`src/rtl/lift_scheduler.sv`:
```
// lift_scheduler: SCAN-ordered floor request scheduler and motion/door sequencer
// for the SmartLift car. Rising edges on sw[] latch into a pending set; the car
// steps one floor every MOVE_CYCLES and holds its doors open for DOOR_CYCLES.
// Optional feature macro: LIFT_IDLE_RETURN_EN. When it is defined, a car that
// sits idle away from ground for IDLE_CYCLES requests floor 0 by itself.
module lift_scheduler #(
  parameter int FLOORS      = 9,
  parameter int MOVE_CYCLES = 50_000_000,
  parameter int DOOR_CYCLES = 100_000_000,
  parameter int IDLE_CYCLES = 250_000_000
) (
  input  logic              clk,
  input  logic              res,
  input  logic [FLOORS-1:0] sw,
  output logic [3:0]        LED_RED,
  output logic [3:0]        LED_GREEN,
  output logic [3:0]        floor,
  output logic [3:0]        next_floor,
  output logic [1:0]        dir,
  output logic [FLOORS-1:0] pending
);

  typedef enum logic [1:0] {
    ST_IDLE = 2'b00,
    ST_MOVE = 2'b01,
    ST_DOOR = 2'b10
  } state_t;

  localparam logic [31:0] MOVE_LOAD = 32'(MOVE_CYCLES - 1);
  localparam logic [31:0] DOOR_LOAD = 32'(DOOR_CYCLES - 1);
  localparam logic [3:0]  TOP_FLOOR = 4'(FLOORS - 1);

  state_t            state_r, state_n;
  logic [3:0]        floor_r, floor_n;
  logic [FLOORS-1:0] pending_r, pend_n;
  logic              pref_r, pref_n;   // 1 = up preferred, 0 = down
  logic [31:0]       timer_r, timer_n;
  logic [FLOORS-1:0] sw_q_r;
  logic [FLOORS-1:0] rise_s;
  logic [3:0]        step_s;
  logic              at_limit_s;

  // True when any request lies strictly beyond floor f in the given direction.
  function automatic logic any_beyond(input logic [FLOORS-1:0] p,
                                      input logic [3:0] f,
                                      input logic up);
    logic hit;
    hit = 1'b0;
    for (int i = 0; i < FLOORS; i++) begin
      if (p[i] && (up ? (i > int'(f)) : (i < int'(f)))) begin
        hit = 1'b1;
      end else begin
        hit = hit;
      end
    end
    return hit;
  endfunction

  // Nearest request strictly beyond floor f in the given direction, 4'hF if none.
  function automatic logic [3:0] nearest_req(input logic [FLOORS-1:0] p,
                                             input logic [3:0] f,
                                             input logic up);
    logic [3:0] r;
    r = 4'hF;
    if (up) begin
      for (int i = FLOORS - 1; i >= 0; i--) begin
        if (p[i] && (i > int'(f))) begin
          r = 4'(i);
        end else begin
          r = r;
        end
      end
    end else begin
      for (int i = 0; i < FLOORS; i++) begin
        if (p[i] && (i < int'(f))) begin
          r = 4'(i);
        end else begin
          r = r;
        end
      end
    end
    return r;
  endfunction

  assign rise_s     = sw & ~sw_q_r;
  assign step_s     = pref_r ? (floor_r + 4'd1) : (floor_r - 4'd1);
  assign at_limit_s = pref_r ? (floor_r == TOP_FLOOR) : (floor_r == 4'd0);

`ifdef LIFT_IDLE_RETURN_EN
  logic [31:0] idle_cnt_r, idle_cnt_n;
  logic        idle_run_s;
  assign idle_run_s = (state_r == ST_IDLE) && (pending_r == '0) && (floor_r != 4'd0);
`else
  logic unused_idle_s;
  assign unused_idle_s = ^(32'(IDLE_CYCLES));
`endif

  // Next-state logic: request capture, SCAN decisions, floor stepping and timers.
  always_comb begin
    state_n = state_r;
    floor_n = floor_r;
    pref_n  = pref_r;
    timer_n = timer_r;
    pend_n  = pending_r | rise_s;
`ifdef LIFT_IDLE_RETURN_EN
    idle_cnt_n = 32'd0;
`endif
    case (state_r)
      ST_IDLE: begin
        if (pending_r[floor_r]) begin
          pend_n[floor_r] = 1'b0;
          state_n         = ST_DOOR;
          timer_n         = DOOR_LOAD;
        end else if (any_beyond(pending_r, floor_r, pref_r)) begin
          state_n = ST_MOVE;
          timer_n = MOVE_LOAD;
        end else if (any_beyond(pending_r, floor_r, ~pref_r)) begin
          pref_n  = ~pref_r;
          state_n = ST_MOVE;
          timer_n = MOVE_LOAD;
        end else begin
          state_n = ST_IDLE;
        end
      end
      ST_MOVE: begin
        if (timer_r != 32'd0) begin
          timer_n = timer_r - 32'd1;
        end else if (at_limit_s) begin
          // Never step past the shaft ends; park instead.
          state_n = ST_IDLE;
        end else begin
          floor_n = step_s;
          // pend_n already holds same-cycle rises, so an arrival serves them once.
          if (pend_n[step_s]) begin
            pend_n[step_s] = 1'b0;
            state_n        = ST_DOOR;
            timer_n        = DOOR_LOAD;
          end else if (any_beyond(pend_n, step_s, pref_r)) begin
            timer_n = MOVE_LOAD;
          end else begin
            state_n = ST_IDLE;
          end
        end
      end
      ST_DOOR: begin
        if (rise_s[floor_r]) begin
          // Pressing the open floor's button keeps the doors open instead of queuing.
          pend_n[floor_r] = pending_r[floor_r];
          timer_n         = DOOR_LOAD;
        end else if (timer_r == 32'd0) begin
          state_n = ST_IDLE;
        end else begin
          timer_n = timer_r - 32'd1;
        end
      end
      default: begin
        state_n = ST_IDLE;
        timer_n = 32'd0;
      end
    endcase
`ifdef LIFT_IDLE_RETURN_EN
    if (idle_run_s) begin
      if (idle_cnt_r == 32'(IDLE_CYCLES - 1)) begin
        pend_n[0]  = 1'b1;
        idle_cnt_n = 32'd0;
      end else begin
        idle_cnt_n = idle_cnt_r + 32'd1;
      end
    end else begin
      idle_cnt_n = 32'd0;
    end
`endif
  end

  // State, timer, request set and all registered outputs.
  always_ff @(posedge clk or negedge res) begin
    if (!res) begin
      state_r    <= ST_IDLE;
      floor_r    <= 4'd0;
      pending_r  <= '0;
      pref_r     <= 1'b1;
      timer_r    <= 32'd0;
      sw_q_r     <= '0;
      LED_RED    <= 4'hF;
      LED_GREEN  <= 4'h0;
      next_floor <= 4'hF;
      dir        <= 2'b00;
    end else begin
      state_r    <= state_n;
      floor_r    <= floor_n;
      pending_r  <= pend_n;
      pref_r     <= pref_n;
      timer_r    <= timer_n;
      sw_q_r     <= sw;
      LED_RED    <= (state_n == ST_DOOR) ? 4'h0 : 4'hF;
      LED_GREEN  <= (state_n == ST_DOOR) ? 4'hF : 4'h0;
      next_floor <= (state_n == ST_MOVE) ? nearest_req(pend_n, floor_n, pref_n) : 4'hF;
      dir        <= (state_n == ST_MOVE) ? (pref_n ? 2'b01 : 2'b10) : 2'b00;
    end
  end

`ifdef LIFT_IDLE_RETURN_EN
  // Idle-away-from-ground counter for the automatic return to floor 0.
  always_ff @(posedge clk or negedge res) begin
    if (!res) begin
      idle_cnt_r <= 32'd0;
    end else begin
      idle_cnt_r <= idle_cnt_n;
    end
  end
`endif

  assign floor   = floor_r;
  assign pending = pending_r;

endmodule

```
`config.mk`:
```
export PLATFORM = sky130hd
export DESIGN_NAME = lift_scheduler
export DESIGN_NICKNAME = d
export VERILOG_FILES = /design/src/rtl/lift_scheduler.sv
export SDC_FILE = /design/constraint.sdc
export NUM_CORES = 1
export LEC_CHECK = 0
export ABC_AREA = 1
export BUFFER_PORTS_ARGS = -buffer_cell sky130_fd_sc_hd__buf_2
export CORE_ASPECT_RATIO = 1.5
export CORE_UTILIZATION = 59
export CTS_CLUSTER_SIZE = 20
export DETAILED_ROUTE_END_ITERATION = 10
export GPL_ROUTABILITY_DRIVEN = 0
export PLACE_DENSITY_LB_ADDON = 0.25
export SYNTH_ARGS = -nofsm -noshare
export SYNTH_HDL_FRONTEND = slang
export SYNTH_SLANG_ARGS = --single-unit
```
`constraint.sdc`:
```
create_clock -name clk -period 6.8 [get_ports clk]
set_input_delay 0.34 -clock clk [delete_from_list [all_inputs] [get_ports clk]]
set_output_delay 0.34 -clock clk [all_outputs]
set_load 0.02 [all_outputs]
```
==> run summary <==
================================================================================
Area used by multi-input combinational logic ......................     3360 um2
Startpoint of the lowest-slack hold path ..........................        sw[6]
Wire length of the first global-routing pass ......................      29.3 mm
Pins over their slew limit ........................................            0
Actual transition at the worst max-transition pin .................       821 ps
Instance count of the mapped netlist ..............................          906
Layout area overhead ..............................................        7.11%
Library cell used as clock root buffer ............................ sky130_fd_sc_hd__clkbuf_16
Arr. time, crit path ..............................................      4090 ps
Cell Pwr Density ..................................................   155 nW/um2
Sequential fraction of design power ...............................        43.3%
Overall global routing resource usage .............................        39.9%
Normalized max-slew margin ........................................        45.3%
Seq/Total Area, Yosys .............................................        28.8%
Reg-to-reg startpoint .............................................     floor[0]
Maximum number of pins on one net before global-route repair ......           66
Number of top-level pins ..........................................           38
DR pass1 iterations ...............................................            8
Vertical die dimension ............................................       122 um
Shortest clock period the worst path allows after layout ..........      3860 ps
Int Pwr ...........................................................       712 uW
Post-detail-place hpwl ............................................      12.6 mm
Via count of the first global-routing pass ........................         5819
Iteration-0 DRC count of the detailed router ......................          823
Register area .....................................................     1630 um2
Clock skew after layout ...........................................      8.03 ps
Terminus of the critical flop-to-flop path ........................   timer_r[9]
Share of the clock period used by the worst path after layout .....        56.7%
Grt ovf ...........................................................            0
Worst Hold Depth ..................................................            1
CP Max Fanout .....................................................           58
Kind of end point of the critical path ............................     register
Routed len/inst ...................................................      17.0 um
Post-detailed-route DRC marker count ..............................            0
Sum of met2 wire segment lengths after detailed routing ...........      8.37 mm
Mean instance size in the synthesized netlist .....................     6.26 um2
Worst reg2reg setup slack .........................................      2940 ps
Max Clk Rate ......................................................    0.259 GHz
Number of hold-repair buffers added at the cts stage ..............            0
Net switching power ...............................................       231 uW
Via Count .........................................................         6158
Layout cells sized above 1 ........................................        11.2%
Final Power .......................................................       943 uW
Clock net sink count ..............................................           65
Starting utilization of the core area .............................        60.9%
Part of the total power dissipated in combinational logic .........         5.9%
Number of unique standard cell types used by synthesis ............           52
Flip-flop and latch count after synthesis .........................           65
Final count of hold timing violations .............................            0
Clk slew on worst S/H paths .......................................        60 ps
Number of antenna violations at the first check in global routing .            0
DR vias/cell ......................................................         5.92
CTS H-Tree Depth ..................................................            3
Final #Nets .......................................................          939
HP Class .......................................................... primary input to register
Synthesized area ..................................................     5670 um2
Number of max-cap violations ......................................            0
Syn Nets ..........................................................          922
TritonCTS clock tree ..............................................         done
Die Span X ........................................................      82.0 um
Routed wl met3 ....................................................      1.48 mm
Overall die area ..................................................    10000 um2
Worst Path Required ...............................................      7030 ps
Clock insertion delay at the later pin of the skew report .........       350 ps
Pleak .............................................................   0.00304 uW
Ant diodes ........................................................            0
Highest routed layer ..............................................         met4
Logic depth of the worst register-to-register path ................           17
Number of buffers added by the clock tree synthesis step ..........            9
Count of standard-cell rows .......................................           43
Hold Path End .....................................................    sw_q_r[6]
Setup violations, final ...........................................            0
Most frequent cells in the layout ................................. 289 x sky130_fd_sc_hd__nand2_1, 108 x sky130_fd_sc_hd__nor2_1, 100 x sky130_fd_sc_hd__inv_1
Status ............................................................ complete, no violations
Synthesis warning total ...........................................            0
Number of I/O port buffers ........................................           37
Number of setup buffers added after CTS ...........................            0
Worst-case vdd ir drop ............................................     0.165 mV
Unrepaired setup endpoints after global routing ...................           no
Gates resized, CTS repair .........................................            0
Core ar. ..........................................................     9310 um2
Minimum hold slack ................................................       113 ps
Switching part of the total .......................................        24.5%
Commonest non-fill, non-tap cell in the layout .................... sky130_fd_sc_hd__nand2_1
Critical path type ................................................ register to register
Aggregate routed wire length ......................................      17.7 mm
Met1 wire length ..................................................      6.50 mm
Layout fillers ....................................................          888
Fin Setup TNS .....................................................         0 ps
Worst-case clock buffer depth .....................................            2
Startpoint kind of the worst setup timing path ....................     register
Clock power share .................................................        50.8%
Number of routed nets with antenna violations .....................            0
================================================================================
## power by group through the flow
stage               logic [uW]  clock network, uW  registers, uW
floorplan                 35.7                  0            413
global placement          53.8                  0            415
detailed placement        54.4                  0            415
CTS                       55.9                486            408
global route              64.8                499            410
finish                    55.4                479            408
## stage by stage
step	cells	instance area [um2]	worst slack, ps	util [%]
4_1_cts	1040	6070	3040	65.2
3_3_place_gp	1024	5770	3170	61.9
2_1_floorplan	906	5670	3810	-
3_5_place_dp	1024	5770	3070	61.9
5_1_grt	1040	6070	2660	65.2
6_report	1040	6070	2940	65.2
## worst max-delay path by stage
stage | startpoint | slack [ps] | end | depth (start not counted)
2_1_floorplan | floor[0] | 3810 | timer_r[14] | 20
3_3_place_gp | floor[0] | 3170 | timer_r[8] | 17
3_5_place_dp | floor[0] | 3070 | timer_r[9] | 16
4_1_cts | floor[0] | 3040 | timer_r[28] | 16
5_1_grt | floor[0] | 2660 | timer_r[5] | 15
6_report | floor[0] | 2940 | timer_r[9] | 17
## layer usage
layer | vias to the layer above | global-route usage (%)
met2 | 315 | 60.3
li1 | 2953 | -
met3 | 104 | 15.5
met5 | - | 1.67
met4 | 0 | 30.9
met1 | 2786 | 43.7
## critical path: stages, from the launching register on
cell                      delay (ps)
sky130_fd_sc_hd__dfrtp_1         830
sky130_fd_sc_hd__inv_4           220
sky130_fd_sc_hd__ha_1            390
sky130_fd_sc_hd__inv_1            80
sky130_fd_sc_hd__nand2_1          60
sky130_fd_sc_hd__nand2_2         170
sky130_fd_sc_hd__nor2_1          110
sky130_fd_sc_hd__nand2_1         150
sky130_fd_sc_hd__nand2_1          80
sky130_fd_sc_hd__nand2_1          60
sky130_fd_sc_hd__o21ai_0          90
sky130_fd_sc_hd__nand2_1          90
sky130_fd_sc_hd__nor3b_2         170
sky130_fd_sc_hd__nand3_1         110
sky130_fd_sc_hd__or2_1           360
sky130_fd_sc_hd__nand2_4         490
sky130_fd_sc_hd__a21oi_1          90
sky130_fd_sc_hd__a21o_1          170
## layout make-up
cell class / instances / area share [%]
clock buffer: 10 / 3.94
tap: 112 / 2.31
inverter: 110 / 6.92
multi-input combinational: 697 / 55.4
timing repair buffer: 40 / 3.42
clock inverter: 6 / 1.09
sequential: 65 / 26.9
## synth_stat cells, drive strengths merged
cell type | number | share of area (%)
nand2 | 298 | 20
nor2 | 114 | 7.9
inv | 109 | 7.4
nand3 | 77 | 7.1
o21ai | 67 | 6.4
dfrtp | 59 | 26
a21oi | 33 | 2.9
buf | 27 | 4.0
xor2 | 15 | 2.3
nor3 | 13 | 1.1
nand4 | 12 | 1.3
o211ai | 8 | 1.1
clkbuf | 7 | 0.46
xnor2 | 7 | 1.1
a211oi | 6 | 0.79
dfstp | 6 | 2.8
ha | 5 | 1.1
or2 | 5 | 0.55
a221oi | 4 | 0.62
a22oi | 4 | 0.53
a31oi | 4 | 0.44
o22ai | 4 | 0.44
a21o | 3 | 0.40
a41oi | 3 | 0.46
nor4 | 3 | 0.44
o31ai | 3 | 0.49
a21boi | 1 | 0.20
a311oi | 1 | 0.15
and2 | 1 | 0.11
and3 | 1 | 0.11
clkinv | 1 | 0.066
nor3b | 1 | 0.22
o2111ai | 1 | 0.26
o21a | 1 | 0.13
o21bai | 1 | 0.13
or3 | 1 | 0.11
## kinds of logic (layout without fill, tap and decap cells)
kind of cell             after synthesis  count (layout)  synth area share (%)
AO/OA/AOI/OAI                        144             144                  15.4
buffers and inverters                144             166                  11.8
AND/OR/NAND/NOR                      526             526                  39.4
flip-flops                            65              65                  28.8
XOR/XNOR                              22              22                  3.40
adder cells (fa/ha/maj)                5               5                  1.10
## state kept, by name, summed over array words and instances, names as in the netlist
register / count
pending: 9
timer_r: 32
state_r: 2
sw_q_r: 9
pref_r: 1
next_floor: 4
dir: 2
LED_RED: 1
LED_GREEN: 1
floor: 4
Power figures use the tool's default switching activity.
